[config.mk]
export PLATFORM = sky130hd
export DESIGN_NAME = control_sequencer
export DESIGN_NICKNAME = d
export VERILOG_FILES = /design/src/rtl/control_sequencer.sv
export SDC_FILE = /design/constraint.sdc
export NUM_CORES = 1
export LEC_CHECK = 0
export ABC_AREA = 1
export ABC_CLOCK_PERIOD_IN_PS = 1960
export BUFFER_PORTS_ARGS = -buffer_cell sky130_fd_sc_hd__buf_4
export CAP_MARGIN = 20
export CORE_UTILIZATION = 38
export CTS_BUF_LIST = sky130_fd_sc_hd__clkbuf_8 sky130_fd_sc_hd__clkbuf_16
export DETAILED_ROUTE_END_ITERATION = 8
export PLACE_DENSITY_LB_ADDON = 0.08
export SLEW_MARGIN = 5
export SYNTH_ARGS = -nofsm -noshare
export SYNTH_HDL_FRONTEND = slang
export SYNTH_SLANG_ARGS = --single-unit
[constraint.sdc]
create_clock -name Clock -period 1.96 [get_ports Clock]
set_clock_uncertainty 0.1 [all_clocks]
set_input_delay 0.098 -clock Clock [delete_from_list [all_inputs] [get_ports Clock]]
set_output_delay 0.098 -clock Clock [all_outputs]
set_load 0.02 [all_outputs]
[src/rtl/control_sequencer.sv]
// control_sequencer
//
// Hardwired control unit for a simple bus-based CPU datapath. A registered
// step counter walks T0..T7; every control output is decoded
// combinationally from (step, IR opcode, CON). The fetch steps T0..T2 are
// common to all instructions, and the opcode takes effect from T3 onward.
//
// Optional feature (macro INSTR_COUNT_EN): when defined, InstrCount counts
// retired instructions and wraps at 2^32. When undefined, InstrCount is tied
// to zero and no counter register is built.
//
// Ports
//   Clock        in   system clock, rising edge
//   Clear        in   synchronous active-high reset
//   IR[31:0]     in   instruction register, opcode = IR[31:27]
//   CON          in   branch condition from the datapath
//   Stop         in   halt request, honoured only at T0
//   PCout, Zhiout, Zlowout, MDRout, Cout, BAout   out  bus-drive selects
//   PCin, MARin, MDRin, IRin, Yin, Zin, Rin       out  register load enables
//   Gra, Grb, Grc, Rout, IncPC, Read, Write, CONIn out register select / misc
//   ALUsel[3:0]  out  0000 ADD, 0001 SUB, 0010 AND, 0011 OR
//   Run          out  high while sequencing, low when halted
//   InstrCount   out  retired-instruction count
//
// State   | meaning
// --------+-----------------------------------------------------------
// T0      | fetch: PC -> MAR, PC+1 -> Z
// T1      | fetch: Z -> PC, memory read into MDR
// T2      | fetch: MDR -> IR; nop/halt/undefined retire here
// T3..T7  | execute steps, opcode dependent
// halted  | Run=0, all controls 0, step frozen until Clear

module control_sequencer (
    input  logic        Clock,
    input  logic        Clear,
    input  logic [31:0] IR,
    input  logic        CON,
    input  logic        Stop,
    output logic        PCout,
    output logic        Zhiout,
    output logic        Zlowout,
    output logic        MDRout,
    output logic        Cout,
    output logic        BAout,
    output logic        PCin,
    output logic        MARin,
    output logic        MDRin,
    output logic        IRin,
    output logic        Yin,
    output logic        Zin,
    output logic        Rin,
    output logic        Gra,
    output logic        Grb,
    output logic        Grc,
    output logic        Rout,
    output logic        IncPC,
    output logic        Read,
    output logic        Write,
    output logic        CONIn,
    output logic [3:0]  ALUsel,
    output logic        Run,
    output logic [31:0] InstrCount
);

    typedef enum logic [2:0] {T0, T1, T2, T3, T4, T5, T6, T7} step_t;

    localparam logic [4:0] OP_LD   = 5'b00000;
    localparam logic [4:0] OP_ST   = 5'b00001;
    localparam logic [4:0] OP_ADD  = 5'b00011;
    localparam logic [4:0] OP_SUB  = 5'b00100;
    localparam logic [4:0] OP_AND  = 5'b00101;
    localparam logic [4:0] OP_OR   = 5'b00110;
    localparam logic [4:0] OP_ADDI = 5'b01100;
    localparam logic [4:0] OP_JAL  = 5'b10011;
    localparam logic [4:0] OP_JR   = 5'b10100;
    localparam logic [4:0] OP_BR   = 5'b10010;
    localparam logic [4:0] OP_HALT = 5'b11011;

    localparam logic [3:0] ALU_ADD = 4'b0000;
    localparam logic [3:0] ALU_SUB = 4'b0001;
    localparam logic [3:0] ALU_AND = 4'b0010;
    localparam logic [3:0] ALU_OR  = 4'b0011;

    step_t      step;
    logic       halted;
    logic       last_step;
    logic       active;
    logic [4:0] opcode;
    logic [3:0] alu_op;
    logic       unused_ir;

    assign opcode    = IR[31:27];
    assign unused_ir = ^IR[26:0];
    assign active    = !Clear && !halted;
    assign Run       = !halted;

    // Final step of each instruction; nop, halt and undefined opcodes end at T2.
    always_comb begin
        last_step = 1'b0;
        case (opcode)
            OP_ADD, OP_SUB, OP_AND, OP_OR, OP_ADDI: last_step = (step == T5);
            OP_LD, OP_ST:                           last_step = (step == T7);
            OP_JAL:                                 last_step = (step == T4);
            OP_JR:                                  last_step = (step == T3);
            OP_BR:                                  last_step = (step == T6);
            default:                                last_step = (step == T2);
        endcase
    end

    always_comb begin
        alu_op = ALU_ADD;
        case (opcode)
            OP_SUB:  alu_op = ALU_SUB;
            OP_AND:  alu_op = ALU_AND;
            OP_OR:   alu_op = ALU_OR;
            default: alu_op = ALU_ADD;
        endcase
    end

    always_ff @(posedge Clock) begin
        if (Clear) begin
            step   <= T0;
            halted <= 1'b0;
        end else if (!halted) begin
            if (step == T0 && Stop) begin
                halted <= 1'b1;
            end else if (last_step) begin
                step <= T0;
                if (opcode == OP_HALT)
                    halted <= 1'b1;
            end else begin
                step <= step_t'(step + 3'd1);
            end
        end
    end

`ifdef INSTR_COUNT_EN
    logic [31:0] instr_count_q;
    logic        retire;

    // last_step is never true at T0, so a Stop at T0 cannot also retire.
    assign retire = active && last_step;

    always_ff @(posedge Clock) begin
        if (Clear)
            instr_count_q <= '0;
        else if (retire)
            instr_count_q <= instr_count_q + 32'd1;
    end

    assign InstrCount = instr_count_q;
`else
    assign InstrCount = '0;
`endif

    always_comb begin
        PCout   = 1'b0;
        Zhiout  = 1'b0;
        Zlowout = 1'b0;
        MDRout  = 1'b0;
        Cout    = 1'b0;
        BAout   = 1'b0;
        PCin    = 1'b0;
        MARin   = 1'b0;
        MDRin   = 1'b0;
        IRin    = 1'b0;
        Yin     = 1'b0;
        Zin     = 1'b0;
        Rin     = 1'b0;
        Gra     = 1'b0;
        Grb     = 1'b0;
        Grc     = 1'b0;
        Rout    = 1'b0;
        IncPC   = 1'b0;
        Read    = 1'b0;
        Write   = 1'b0;
        CONIn   = 1'b0;
        ALUsel  = ALU_ADD;

        if (active) begin
            case (step)
                T0: begin
                    // A pending Stop suppresses T0 so nothing is loaded on the halting edge.
                    if (!Stop) begin
                        PCout = 1'b1; MARin = 1'b1; IncPC = 1'b1; Zin = 1'b1;
                    end
                end
                T1: begin
                    Zlowout = 1'b1; PCin = 1'b1; Read = 1'b1; MDRin = 1'b1;
                end
                T2: begin
                    MDRout = 1'b1; IRin = 1'b1;
                end
                T3: begin
                    case (opcode)
                        OP_ADD, OP_SUB, OP_AND, OP_OR, OP_ADDI: begin
                            Grb = 1'b1; Rout = 1'b1; Yin = 1'b1;
                        end
                        OP_LD, OP_ST: begin
                            Grb = 1'b1; BAout = 1'b1; Yin = 1'b1;
                        end
                        OP_JAL: begin
                            PCout = 1'b1; Grb = 1'b1; Rin = 1'b1;
                        end
                        OP_JR: begin
                            Gra = 1'b1; Rout = 1'b1; PCin = 1'b1;
                        end
                        OP_BR: begin
                            Gra = 1'b1; Rout = 1'b1; CONIn = 1'b1;
                        end
                        default: ;
                    endcase
                end
                T4: begin
                    case (opcode)
                        OP_ADD, OP_SUB, OP_AND, OP_OR: begin
                            Grc = 1'b1; Rout = 1'b1; Zin = 1'b1; ALUsel = alu_op;
                        end
                        OP_ADDI, OP_LD, OP_ST: begin
                            Cout = 1'b1; Zin = 1'b1; ALUsel = ALU_ADD;
                        end
                        OP_JAL: begin
                            Gra = 1'b1; Rout = 1'b1; PCin = 1'b1;
                        end
                        OP_BR: begin
                            PCout = 1'b1; Yin = 1'b1;
                        end
                        default: ;
                    endcase
                end
                T5: begin
                    case (opcode)
                        OP_ADD, OP_SUB, OP_AND, OP_OR, OP_ADDI: begin
                            Zlowout = 1'b1; Gra = 1'b1; Rin = 1'b1;
                        end
                        OP_LD, OP_ST: begin
                            Zlowout = 1'b1; MARin = 1'b1;
                        end
                        OP_BR: begin
                            Cout = 1'b1; Zin = 1'b1; ALUsel = ALU_ADD;
                        end
                        default: ;
                    endcase
                end
                T6: begin
                    case (opcode)
                        OP_LD: begin
                            Read = 1'b1; MDRin = 1'b1;
                        end
                        OP_ST: begin
                            Gra = 1'b1; Rout = 1'b1; MDRin = 1'b1;
                        end
                        OP_BR: begin
                            if (CON) begin
                                Zlowout = 1'b1; PCin = 1'b1;
                            end
                        end
                        default: ;
                    endcase
                end
                T7: begin
                    case (opcode)
                        OP_LD: begin
                            MDRout = 1'b1; Gra = 1'b1; Rin = 1'b1;
                        end
                        OP_ST: begin
                            Write = 1'b1;
                        end
                        default: ;
                    endcase
                end
                default: ;
            endcase
        end
    end

endmodule

Yosys cells after proc, flatten, opt, wreduce, memory -nomap -nowiden
Cells that the tools add are included.
{ "totals": {"latchBits": 0, "wordCells": 105, "reg_bits": 4, "memories": 0, "mem_bits_ro": 0, "output_inout_bits": 58, "inputBits": 36, "ramBits": 0} }
{ "op_classes": {"reduce_logical": 16, "shifts": 0, "add_sub_neg": 1, "n_bitwise": 2, "n_eq_ne": 17, "muxes": 67, "magnitude_cmp": 0, "multipliers": 0, "div_mod_pow": 0} }
{ "ops": {"columns": ["cell", "count"], "rows": [
  ["$mux 1", 48],
  ["$eq 5x5->1 const B", 4],
  ["$eq 5x3->1 const B", 3],
  ["$pmux 1 s3", 5],
  ["$reduce_or 7->1", 2],
  ["$eq 3x3->1 const B", 4],
  ["$mux 4", 3],
  ["$pmux 1 s2", 6],
  ["$pmux 1 s5", 2],
  ["$reduce_or 5->1", 2],
  ["$reduce_or 8->1", 1],
  ["$eq 3x2->1 const B", 2],
  ["$pmux 2 s3", 1],
  ["$eq 5x1->1 const B", 1],
  ["$eq 5x2->1 const B", 1],
  ["$eq 5x4->1 const B", 1],
  ["$logic_not 5->1", 1],
  ["$pmux 1 s4", 1],
  ["$reduce_or 2->1", 2],
  ["$reduce_or 4->1", 1],
  ["$add 3x1->3 const B", 1],
  ["$eq 3x1->1 const B", 1],
  ["$logic_not 3->1", 1],
  ["$mux 3", 1],
  ["5 further kinds", 8]
]} }

Longest topological paths before layout
{ "depth": {"ltp_word": 6, "mapped_depth": 12, "mapped_depth_nobuf": 12} }

Worst setup path before layout
OpenSTA, ideal clock, no wires.
{ "synth_timing": {"path_type": "reg2out", "startpoint": "register halted", "endpoint": "output port Write", "slack_ns": 0.259, "t_arrival_ns": 1.503, "path_stages_with_launch": 5, "path_buffers": 1, "required_time_ns": 1.762, "path_cell_list": "dfxtp_1 -> nor2_2 -> inv_1 -> clkbuf_1 -> nor4_1"} }
{ "synth_between": {"elab_chain_cells": 3} }
{ "synth_rtl": {"columns": ["item", "line", "rtl"], "rows": [
  ["from (decl)", "85", "logic halted;"],
  ["from (signal assigned)", "123", "halted <= 1'b0;"],
  ["from (signal assigned)", "126", "halted <= 1'b1;"],
  ["from (signal assigned)", "130", "halted <= 1'b1;"],
  ["$logic_not 1->1", null, null],
  ["$logic_and 1x1->1", "94", "assign active = !Clear && !halted;"],
  ["$mux 1", "180", "if (active) begin"],
  ["to (decl)", "58", "output logic Write,"]
]} }
Every way passes these cells.

Worst setup path in the final report
{ "layout_timing": {"startpoint": "register step[0]", "endpoint": "output port Gra"} }
{ "layout_between": {"elab_chain_cells": 3, "word_cells_on_any_way": 7, "classes_between": "5 x eq/ne; 2 x mux"} }
{ "layout_rtl": {"columns": ["item", "line", "rtl"], "rows": [
  ["from (decl)", "84", "step_t step;"],
  ["from (signal assigned)", "132", "step <= step_t'(step + 3'd1);"],
  ["$eq 3x3->1 / $eq 3x2->1 (equally long branches)", "181", "case (step)"],
  ["$pmux 1 s5 (*)", "181", null],
  ["$mux 1 (*)", "180", null],
  ["to (decl)", "52", "output logic Gra,"]
]} }
Mark *: on every way between the ends. The rest lies on a longest branch, timed or not.

==> results list <==
- Maximum number of pins on one net before global-route repair: 12
* P&R area growth vs syn: 19.6%
* Worst ir drop on vdd: 0.000632 V
- Number of I/O pins: 94
- Reported leakage power: 0.731 nW
* Count of flip-flops with a built-in enable after synthesis: 0
- The layout has 310 filler cells.
- The worst path meets setup with 0.0558 ns of slack.
- The die is 55.2 um wide.
- In this run the power density over the cells is 737 mW/mm2.
* Flop2flop setup slack: 0.27 ns
* Flip-flop and latch area: 80.1 um2
- Summing every instance area after synthesis gives 0.00107 mm2.
* CTS Sinks: 4
- Max clock buf depth: 2
- Max-cap violations in this run came to 0.
- Setup violations remaining at the end of the flow were counted as 0.
* Most common cell after layout, fill and taps aside: nand2_1
- TritonCTS clock tree: built
- For this run, the share of the core covered by cells in the final layout is 0.500.
- The average instance in the mapped netlist occupies 5.77 um2.
* Final Instance Count excl. Fillers: 252
* Yosys Warn Count: 0
- RSZ-0062 raised after global routing: yes
- Hold Path Sink: halted
- GRT Total Usage: 0.187
- Logic depth of the worst register-to-register path: 10
- The worst hold path begins at IR[31].
- Worst EP required: 1.76 ns
- Core Box Area: 0.00257 mm2
- For this configuration, the core starts out at a cell density of 0.418.
- Summing all multi-input logic gate instances after layout gives 751 um2.
* Root Driver: clkbuf_8
* Final wirelength: 2730 um
- Ratio of routed vias to standard cells: 4.71
* DRC violations left: 0
- Counting every instance in the synthesized netlist gives 186.
* Status: finished clean
- Total negative slack: 0 ns
- Routability Congestion: 0.915
* Pre-CTS setup slack: 0.191 ns
* PortBufs: 31
* Via count: 1186
* Cell total after placement: 248
- Die H: 55.2 um
- Violation count after the first detailed-route iteration: 47
- In this run the remaining antenna-violating nets after routing total 0.
- Once the clock tree was built, the setup fixing pass inserted 0 buffers.
- Tightest Hold Check Type: input pin to flip-flop
- Vias in the first global route: 965
- Number of max-slew violations in the final report: 0
* Leftover overflow at the end of global routing: 0
- Nets: 266
- Of the synthesized area, sequential elements account for 0.0746.
- The most used flip-flop cell after synthesis is dfxtp_1.
* Async SR Flop Fraction: 0
* Worst hold stages: 5
- Die Area: 0.00304 mm2
* Total inserted antenna cells: 0
- Leading cell types in the layout, fill and taps excluded: 37 x nand2_1, 35 x conb_1, 35 x buf_4
- In the final layout, the share of cells above drive strength 1 is 0.225.
- Crit path arrival time: 1.71 ns
- The clock period could shrink to 1.90 ns.
- Maximum net fanout on the critical path: 6
- Clk pin slew, worst setup/hold paths: 0.03 ns
* Netlist cell types: 26
* Cell row count: 18
- The worst register-to-register path begins at step[0].
* First-pass GRT wire length: 4070 um
* Worst Hold Slack: 0.243 ns
* Initial antenna violation count: 0
- The clock reaches the later pin of the worst-skew pair after 0.22 ns.
- Clock buffers created by TritonCTS: 3
* Period utilization: 0.972
* Crit path launch type: flip-flop
- Capture point of the worst reg-to-reg path: halted
- After synthesis the netlist holds a flip-flop and latch count of 4.
* DRT Pass-1 Iters: 4
* Highest Clock Rate: 525 MHz
- In this run the number of H-tree levels came out at 1.
- The worst setup path is captured at an output pin.
- The setup path with the least slack is of type flip-flop to output pin.
* Routed wire length per instance: 10.8 um
- Once detailed placement completed, the half-perimeter wirelength came to 2350 um.
- The final hold violation count is 0.
==> worst max-delay path by stage <==
stage                       start     end  slack [ns]  depth (start not counted)
after floorplan            halted   Write        0.26                          4
after global placement    step[0]  halted        0.24                         10
after detailed placement  step[0]  halted        0.19                         10
after CTS                 step[1]     Gra        0.03                          8
after global routing      step[1]   PCout       -0.03                          8
final                     step[0]     Gra        0.06                          8
==> what timing repair did <==
action,CTS,global route
hold endpoints to repair,1,0
endpoints found under the setup margin,0,5
gates resized for setup,0,3
hold buffers,1,0
==> cells by family after synthesis <==
family | synth area share
AOI/OAI and AO/OA | 0.155
other | 0.00349
buffers and inverters | 0.347
adders and majority gates | 0.0699
and+or+nand+nor | 0.350
DFF | 0.0746
==> power breakdown <==
| part | total [mW] | leakage (nW) | switching (mW) | internal (mW) |
|---|---|---|---|---|
| logic | 0.643 | 0.676 | 0.422 | 0.221 |
| registers | 0.131 | 0.0329 | 0.0230 | 0.108 |
| clock network | 0.171 | 0.0216 | 0.0407 | 0.131 |
| total | 0.946 | 0.731 | 0.486 | 0.461 |
==> per-stage QoR <==
stage / power (mW) / cell area [um2]
2_1_floorplan: 0.620 / 1200
3_3_place_gp: 0.763 / 1230
3_5_place_dp: 0.769 / 1230
4_1_cts: 0.947 / 1280
5_1_grt: 1.03 / 1280
6_report: 0.946 / 1280
==> layout make-up <==
type,count,area share
Timing Repair Buffer,36,0.212
Tap cell,30,0.0292
Multi-Input combinational cell,152,0.585
Inverter,27,0.0789
Sequential cell,4,0.0624
Clock buffer,3,0.0322
==> synth_stat cells (all sizes together) (2+ instances only) <==
cell    count  share of area
a21oi      17          0.086
a31oi       2          0.012
buf        35           0.24
clkbuf      2         0.0082
dfxtp       4          0.075
ha          6          0.070
inv        27          0.094
nand2      37           0.13
nand3      17          0.089
nand4       5          0.035
nor2       20          0.082
nor3        2         0.0093
o21ai       7          0.036
==> metal layers <==
metal	track usage	wire length [um]	part of all wire
met2	0.333	1340	0.49
met1	0.218	1190	0.43
met3	0.0273	167	0.061
met4	0.0833	43	0.016
met5	0	0	0
==> critical path: stages (launching register included) <==
cell,delay (ns)
dfxtp_1,0.36
ha_2,0.24
ha_1,0.20
buf_4,0.15
nand2_1,0.05
nand2_1,0.08
nor2_1,0.04
a21oi_1,0.19
buf_4,0.17
==> state kept, by name, summed over array words and instances (netlist names) <==
| register | flops |
|---|---|
| step | 3 |
| halted | 1 |
(Power assumes the default switching activity.)
